`src/rtl/arm_pipe_pkg.sv`:
```
// Shared types and constants for the ARM pipeline sequencer.
package arm_pipe_pkg;

  localparam int REG_IDX_W = 4;
  // r15 reads the PC, so it can never be a data-hazard source.
  localparam logic [REG_IDX_W-1:0] PC_IDX = 4'd15;

  typedef enum logic [0:0] {
    S_RUN      = 1'b0,
    S_MEM_WAIT = 1'b1
  } pipe_state_t;

endpackage

```
`src/rtl/hazard_detect.sv`:
```
// Combinational RAW / load-use detector for the instruction sitting in ID.
// With forwarding on, only a load in EXE can stall (its data is not yet
// available to forward). With forwarding off, any pending write in EXE or
// MEM to a register that ID reads forces a bubble.
module hazard_detect
  import arm_pipe_pkg::*;
(
  input  logic [REG_IDX_W-1:0] src1_id,
  input  logic [REG_IDX_W-1:0] src2_id,
  input  logic                 two_src_id,
  input  logic [REG_IDX_W-1:0] dest_exe,
  input  logic                 wb_enb_exe,
  input  logic                 mem_read_exe,
  input  logic [REG_IDX_W-1:0] dest_mem,
  input  logic                 wb_enb_mem,
  input  logic                 fwd_en,
  output logic                 hazard
);

  logic match_exe;
  logic match_mem;

  // An ID operand matches a destination unless that destination is the PC.
  assign match_exe = (dest_exe != PC_IDX) &&
                     ((src1_id == dest_exe) || (two_src_id && (src2_id == dest_exe)));
  assign match_mem = (dest_mem != PC_IDX) &&
                     ((src1_id == dest_mem) || (two_src_id && (src2_id == dest_mem)));

  // Select the hazard rule according to whether forwarding is available.
  always_comb begin
    hazard = 1'b0;
    if (fwd_en) begin
      hazard = mem_read_exe & wb_enb_exe & match_exe;
    end else begin
      hazard = (wb_enb_exe & match_exe) | (wb_enb_mem & match_mem);
    end
  end

endmodule

```
`src/rtl/pipe_stall_ctrl.sv`:
```
// Pipeline sequencer: sole source of freeze/flush for the five pipeline
// registers. SRAM wait states freeze everything; otherwise a taken branch
// flushes IF/ID and ID/EXE, and a data hazard holds PC/IF/ID and inserts
// a bubble into ID/EXE. Control outputs are combinational so they act in
// the same cycle; only the FSM, wait counter, timeout flag and counters
// are flopped.
// Build option: define PIPE_PERF_CNT_EN for live saturating performance
// counters; otherwise the counter ports read zero and no counter flops exist.
module pipe_stall_ctrl
  import arm_pipe_pkg::*;
#(
  parameter int MEM_TIMEOUT = 64,
  parameter int CNT_W       = 32
) (
  input  logic                 clk,
  input  logic                 rst_n,
  input  logic [REG_IDX_W-1:0] src1_id,
  input  logic [REG_IDX_W-1:0] src2_id,
  input  logic                 two_src_id,
  input  logic [REG_IDX_W-1:0] dest_exe,
  input  logic                 wb_enb_exe,
  input  logic                 mem_read_exe,
  input  logic [REG_IDX_W-1:0] dest_mem,
  input  logic                 wb_enb_mem,
  input  logic                 fwd_en,
  input  logic                 B_exe,
  input  logic                 mem_req,
  input  logic                 sram_ready,
  output logic                 pc_freeze,
  output logic                 ifid_freeze,
  output logic                 ifid_flush,
  output logic                 idex_freeze,
  output logic                 idex_flush,
  output logic                 exmem_freeze,
  output logic                 memwb_freeze,
  output logic                 mem_timeout,
  output logic [CNT_W-1:0]     stall_cycles,
  output logic [CNT_W-1:0]     flush_events,
  output logic [CNT_W-1:0]     wait_cycles
);

  localparam int WCNT_W = $clog2(MEM_TIMEOUT);
  localparam logic [WCNT_W-1:0] WCNT_LAST = WCNT_W'(MEM_TIMEOUT - 1);

  pipe_state_t       state_q, state_d;
  logic [WCNT_W-1:0] wait_cnt_q, wait_cnt_d;
  logic              mem_timeout_q, mem_timeout_d;
  logic              hazard;
  logic              in_wait;
  logic              mem_stall;
  logic              timeout_hit;
  logic              branch_act;
  logic              hazard_act;

  hazard_detect u_hazard_detect (
    .src1_id      (src1_id),
    .src2_id      (src2_id),
    .two_src_id   (two_src_id),
    .dest_exe     (dest_exe),
    .wb_enb_exe   (wb_enb_exe),
    .mem_read_exe (mem_read_exe),
    .dest_mem     (dest_mem),
    .wb_enb_mem   (wb_enb_mem),
    .fwd_en       (fwd_en),
    .hazard       (hazard)
  );

  assign in_wait     = (state_q == S_MEM_WAIT);
  // While waiting, mem_req is not re-sampled: the frozen MEM stage still owns the access.
  assign mem_stall   = in_wait ? ~sram_ready : (mem_req & ~sram_ready);
  assign timeout_hit = in_wait & (wait_cnt_q == WCNT_LAST);
  // Branch beats hazard: the ID instruction is being flushed anyway.
  assign branch_act  = ~mem_stall & B_exe;
  assign hazard_act  = ~mem_stall & ~B_exe & hazard;

  // Next-state for the SRAM wait FSM, its cycle counter and the sticky timeout.
  always_comb begin
    state_d       = state_q;
    wait_cnt_d    = wait_cnt_q;
    mem_timeout_d = mem_timeout_q | timeout_hit;
    case (state_q)
      S_RUN: begin
        wait_cnt_d = '0;
        if (mem_req & ~sram_ready) state_d = S_MEM_WAIT;
      end
      S_MEM_WAIT: begin
        if (sram_ready) begin
          state_d    = S_RUN;
          wait_cnt_d = '0;
        end else if (wait_cnt_q != WCNT_LAST) begin
          // Hold at the last value; the sticky flag remembers the timeout.
          wait_cnt_d = wait_cnt_q + WCNT_W'(1);
        end
      end
      default: state_d = S_RUN;
    endcase
  end

  // State registers.
  always_ff @(posedge clk or negedge rst_n) begin
    if (!rst_n) begin
      state_q       <= S_RUN;
      wait_cnt_q    <= '0;
      mem_timeout_q <= 1'b0;
    end else begin
      state_q       <= state_d;
      wait_cnt_q    <= wait_cnt_d;
      mem_timeout_q <= mem_timeout_d;
    end
  end

  // Same-cycle freeze/flush decode; everything forced low while in reset.
  always_comb begin
    pc_freeze    = 1'b0;
    ifid_freeze  = 1'b0;
    ifid_flush   = 1'b0;
    idex_freeze  = 1'b0;
    idex_flush   = 1'b0;
    exmem_freeze = 1'b0;
    memwb_freeze = 1'b0;
    mem_timeout  = 1'b0;
    if (rst_n) begin
      mem_timeout = mem_timeout_q | timeout_hit;
      if (mem_stall) begin
        pc_freeze    = 1'b1;
        ifid_freeze  = 1'b1;
        idex_freeze  = 1'b1;
        exmem_freeze = 1'b1;
        memwb_freeze = 1'b1;
      end else if (branch_act) begin
        ifid_flush = 1'b1;
        idex_flush = 1'b1;
      end else if (hazard_act) begin
        pc_freeze   = 1'b1;
        ifid_freeze = 1'b1;
        idex_flush  = 1'b1;
      end
    end
  end

`ifdef PIPE_PERF_CNT_EN
  logic [CNT_W-1:0] stall_cnt_q;
  logic [CNT_W-1:0] flush_cnt_q;
  logic [CNT_W-1:0] wait_cyc_q;

  function automatic logic [CNT_W-1:0] sat_inc(input logic [CNT_W-1:0] v, input logic en);
    return (en && (v != {CNT_W{1'b1}})) ? v + CNT_W'(1) : v;
  endfunction

  // Saturating performance counters.
  always_ff @(posedge clk or negedge rst_n) begin
    if (!rst_n) begin
      stall_cnt_q <= '0;
      flush_cnt_q <= '0;
      wait_cyc_q  <= '0;
    end else begin
      stall_cnt_q <= sat_inc(stall_cnt_q, hazard_act);
      flush_cnt_q <= sat_inc(flush_cnt_q, branch_act);
      wait_cyc_q  <= sat_inc(wait_cyc_q, in_wait);
    end
  end

  assign stall_cycles = stall_cnt_q;
  assign flush_events = flush_cnt_q;
  assign wait_cycles  = wait_cyc_q;
`else
  assign stall_cycles = '0;
  assign flush_events = '0;
  assign wait_cycles  = '0;
`endif

endmodule
```
`config.mk`:
```
export PLATFORM = sky130hd
export DESIGN_NAME = pipe_stall_ctrl
export DESIGN_NICKNAME = d
export VERILOG_FILES = /design/src/rtl/arm_pipe_pkg.sv /design/src/rtl/hazard_detect.sv /design/src/rtl/pipe_stall_ctrl.sv
export SDC_FILE = /design/constraint.sdc
export NUM_CORES = 1
export LEC_CHECK = 0
export CELL_PAD_IN_SITES_DETAIL_PLACEMENT = 1
export CELL_PAD_IN_SITES_GLOBAL_PLACEMENT = 2
export CORE_AREA = 2 2 131 82
export CTS_BUF_LIST = sky130_fd_sc_hd__clkbuf_16
export DETAILED_ROUTE_END_ITERATION = 10
export DIE_AREA = 0 0 133 84
export PLACE_DENSITY = 0.83
export SYNTH_ARGS = -nofsm -noshare
export SYNTH_HDL_FRONTEND = slang
export SYNTH_SLANG_ARGS = --single-unit
```
`constraint.sdc`:
```
create_clock -name clk -period 1.9 [get_ports clk]
set_clock_uncertainty 0.2 [all_clocks]
set_input_delay 0.19 -clock clk [delete_from_list [all_inputs] [get_ports clk]]
set_output_delay 0.19 -clock clk [all_outputs]
set_load 0.03 [all_outputs]
```
[Word-level counts from Yosys, hierarchy flattened]
Index checks and enable logic that the tools add are counted.
Storage, ports and cells
  flip-flop bits (word level): 8
  output and inout port bits: 104
Cells by class
  add/subtract/negate cells: 1
  equality and inequality tests: 9
  muxes and demuxes: 21
  bitwise logic cells: 15
  reduce and logical (&&, ||, !) cells: 6
Operator list (count)
  $mux 1: 17
  $eq 4x4->1: 4
  $mux 6: 2
  $pmux 6 s2: 1
  $and 1x1->1: 9
  $ne 4x4->1 const B: 2
  $add 6x1->6 const B: 1
  $eq 6x6->1 const B: 1
  $ne 6x6->1 const B: 1
  $logic_and 1x1->1: 4
  $not 1->1: 4
  $ne 3x2->1 const B: 1
  $logic_or 1x1->1: 2
  $or 1x1->1: 2
  $pmux 1 s2: 1

[Logic depth before layout (Yosys ltp)]
  word-level depth: 12
  mapped depth: 6
  depth with buffers taken out: 6

[Hierarchy]
A second synthesis with hierarchy kept.
Unflattened totals
  cell total of the unflattened synthesis: 173
  area, all modules: 1412.6 um^2
By module, submodules not included
  pipe_stall_ctrl: times used 1, cells each 145, area each 1193.6 um^2
  hazard_detect: times used 1, cells each 28, area each 219.0 um^2

[Worst setup path before layout]
No wires, ideal clock.
  kind: input to output
  start: input port src1_id[2]
  end: output port pc_freeze
  arrival: 1.651 ns
  required time: 1.510 ns
  slack: -0.141 ns
  stages: 6
  path buffers: 1
  cells stage by stage: xor2_1 > nor4_2 > a31oi_1 > o22a_1 > o21bai_1 > buf_4
Between the ends
  word-level cells in the longest chain between the ends: 11
RTL lines
  start, declared: RTL line pipe_stall_ctrl.sv:17  | input logic [REG_IDX_W-1:0] src1_id,
  $eq 4x4->1, on equally long branches: RTL line hazard_detect.sv:25, hazard_detect.sv:27
  $logic_or 1x1->1, on equally long branches: RTL line hazard_detect.sv:25, hazard_detect.sv:27
  $logic_and 1x1->1, on equally long branches: RTL line hazard_detect.sv:24, hazard_detect.sv:26
  $and 1x1->1: RTL line hazard_detect.sv:35  | hazard = (wb_enb_exe & match_exe) | (wb_enb_mem & match_mem);
  $or 1x1->1: RTL line hazard_detect.sv:35
  $mux 1 *: RTL line hazard_detect.sv:32  | if (fwd_en) begin
  $and 1x1->1 *: RTL line pipe_stall_ctrl.sv:74  | assign hazard_act = ~mem_stall & ~B_exe & hazard;
  $mux 1 * (4 in series)
  end, declared: RTL line pipe_stall_ctrl.sv:29  | output logic pc_freeze,
Every way passes the cells marked *; elsewhere a longest branch is shown, timed or not.

[Final worst setup path]
  start: register wait_cnt_q[1]
  end: output port mem_timeout
Between the ends
  word-level cells in the longest chain between the ends: 4
RTL lines
  start, declared: RTL line pipe_stall_ctrl.sv:46  | logic [WCNT_W-1:0] wait_cnt_q, wait_cnt_d;
  start signal, assigned: RTL line pipe_stall_ctrl.sv:107  | wait_cnt_q <= wait_cnt_d;
  $eq 6x6->1: RTL line pipe_stall_ctrl.sv:71  | assign timeout_hit = in_wait & (wait_cnt_q == WCNT_LAST);
  $and 1x1->1: RTL line pipe_stall_ctrl.sv:71
  $or 1x1->1
  net mem_timeout_d: RTL line pipe_stall_ctrl.sv:47  | logic mem_timeout_q, mem_timeout_d;
  $mux 1: RTL line pipe_stall_ctrl.sv:122  | if (rst_n) begin
  end, declared: RTL line pipe_stall_ctrl.sv:36  | output logic mem_timeout,
The timed path passes the listed nets, and every way through them passes these cells.

==> summary.txt <==
Status
  – Status: finished clean

Timing
  – RSZ-0062 raised after global routing: true
  – Final Max Tran Viols: 0
  – Fin. Hold Viols: 0
  – Final period utilization: 97.6%
  – Maximum achievable frequency: 539 MHz
  – WHS: 0.168 ns
  – Min cycle time layout: 1.85 ns
  – Count of final setup violators: 0

Placed design
  – HPWL after DPL: 2.71 mm
  – I/O Buffers: 33
  – Gpl congestion: 0.770

Layout
  – Nets: 249
  – ANT cells: 0
  – Area Growth Syn to Fin: 21.2%
  – Layout cells sized above 1: 24.1%

Floorplanning
  – Cell Rows: 29
  – Die area: 11200 µm²
  – IO Pins: 130
  – Die extent in x: 133 µm
  – Starting density of the core: 13.5%
  – Core area: 10100 µm²
  – Die H: 84 µm

Critical path
  – Critical Path RT: 1.51 ns
  – CP Class: reg2out
  – Worst flop-to-flop path startpoint: wait_cnt_q[0]$_DFFE_PN0P_
  – Capturing element type of the critical path: primary output
  – Startpoint types: flop
  – CP max FO: 2
  – R2r setup slk: 0.38 ns
  – Worst path arrival time: 1.46 ns
  – CP startpoint: wait_cnt_q[1]$_DFFE_PN0P_

GRT
  – Vias in the first global route: 896
  – Largest net degree at the start of global routing: 10
  – Antenna violations before repair: 0
  – GR Overflow Total: 0
  – First-pass GRT wire length: 4.45 mm
  – Global Route Usage Sum: 4.95%

Route
  – DRT iter0 DRCs: 12
  – WL/cell: 8.62 µm
  – Via-per-instance ratio: 2.67
  – Via count: 959
  – Final ANT Viol Nets: 0
  – DRC viols: 0
  – 1st-pass router iterations: 2
  – Final wirelength: 3.10 mm

Power
  – Pwr dens: 580 nW/µm²
  – Pleak: 0.859 nW
  – Total power: 0.000964 W
  – Worst IR drop on VDD: 0.212 mV

Yosys
  – Mean post-synth cell area: 7.84 µm²
  – Post-Syn Area: 1370 µm²
  – Netlist cell types: 25
  – Seq/Total Area, Yosys: 14.6%
  – Register bit count reported by yosys: 8
  – Synth warnings: 0
  – Cells after synthesis: 175

Hold path
  – Hold Path Class: in2async

Clock network
  – Num CTS Buffers: 3
  – Clock Latency Late Sink: 0.23 ns
  – Htree depth: 1
  – Clock root buffer: clkbuf_16
  – Longest Clk Path Bufs: 2
  – CTS tree: done
  – Clock transition at the registers of the reported paths: 0.04 ns
  – CTS sink count: 8

Run
  – Maxcap violations: 0
==> metrics by stage <==
stage	utilization [%]	setup slack (ns)	std cells	TNS [ns]	instance area [µm²]
floorplan	-	0.0730	270	0	1730
global placement	15.3	-0.247	353	-0.727	1550
detailed placement	15.3	-0.374	353	-1.08	1550
CTS	16.5	0.00182	359	0	1670
global route	16.4	-0.0405	359	-0.0771	1660
finish	16.4	0.0464	359	0	1660
==> final timing paths <==
path | endpoint | depth (start not counted)
setup reg to reg | wait_cnt_q[1]$_DFFE_PN0P_ | 7
min in group clk | mem_timeout_q$_DFF_PN0_ | 1
hold / removal | wait_cnt_q[3]$_DFFE_PN0P_ | 2
max in group asynchronous | in_wait$_DFF_PN0_ | 2
setup / recovery | mem_timeout | 6
hold reg to reg | mem_timeout_q$_DFF_PN0_ | 1
==> where the power goes <==
| group | internal [W] | switching (W) | leakage [nW] |
|---|---|---|---|
| sequential | 0.000175 | 0.00000465 | 0.108 |
| combinational | 0.0000921 | 0.000341 | 0.713 |
| clock | 0.000271 | 0.0000809 | 0.0370 |
==> critical path: stages (launching register included) <==
cell and delay [ns]:
dfrtp_1 0.38, ha_2 0.20, nand3_2 0.08, nor2_1 0.06
or2_4 0.23, and2_4 0.15, buf_6 0.13
==> layout by cell type (no fill, tap or decap), types with 3 or more instances in the layout <==
cell and instances:
nand3_1 3, clkbuf_16 3, a31oi_1 3, a21oi_1 6
clkdlybuf4s50_1 9, nor2_1 11, buf_6 4, buf_2 5
buf_4 19, conb_1 96, xor2_1 14, nand2_1 3
clkbuf_2 7, dfrtp_1 7
==> Yosys cell counts <==
cell       instances  area share (%)
o21bai_1           1            0.55
ha_1               1            0.91
nand2b_1           1            0.46
nand2_1            3            0.82
nor4_1             1            0.46
nor2_1            12             3.3
xnor2_1            3             1.9
conb_1             1            0.27
xor2_1            16              10
a31oi_1            3             1.4
nand3b_1           1            0.55
o22a_1             1            0.64
o21ai_0            1            0.36
clkbuf_1           1            0.27
a2111oi_0          1            0.64
inv_1              2            0.55
and2_1             2            0.91
nand4_1            2            0.91
or2_2              1            0.46
nor4_2             1            0.91
dfrtp_1            8              15
nand3_1            4             1.5
a21oi_1            6             2.2
buf_4             99              54
nor3_1             3             1.1
==> sequential cells by signal, summed over array words and instances (netlist names) <==
register and flops:
in_wait 1, wait_cnt_q 6, mem_timeout_q 1
==> cell families (layout without fill, tap and decap cells) <==
family | after synthesis | after routing | synth area share [%]
flip-flops | 8 | 8 | 14.6
AND/OR/NAND/NOR | 31 | 31 | 11.3
AO/OA/AOI/OAI | 13 | 13 | 5.75
XOR/XNOR | 19 | 19 | 12.1
adder cells (fa/ha/maj) | 1 | 1 | 0.912
other | 1 | 96 | 0.273
buffers and inverters | 102 | 52 | 55.0
==> per-layer routing <==
metal  share of wire (%)  global-route usage (%)  wire [µm]
met1                  40                    6.14       1250
met2                  56                    9.00       1730
met4                0.71                    1.76         22
met5                   0                       0          0
met3                 3.1                   0.364         95
==> what timing repair did <==
item / in CTS / in global routing
gates resized for setup: 51 / 22
setup endpoints to repair: 4 / 6
buffers inserted: 3 / 0
hold buffers: 0 / 0
pin swaps: 10 / 12
==> layout make-up <==
class / instances / area (µm²)
Fill cell: 1247 / 8460
Clock buffer: 3 / 75.1
Sequential cell: 8 / 201
Multi-Input combinational cell: 160 / 831
Tap cell: 139 / 174
Timing Repair Buffer: 47 / 373
Inverter: 2 / 7.51
No activity file was read; power rests on OpenSTA's default activity.
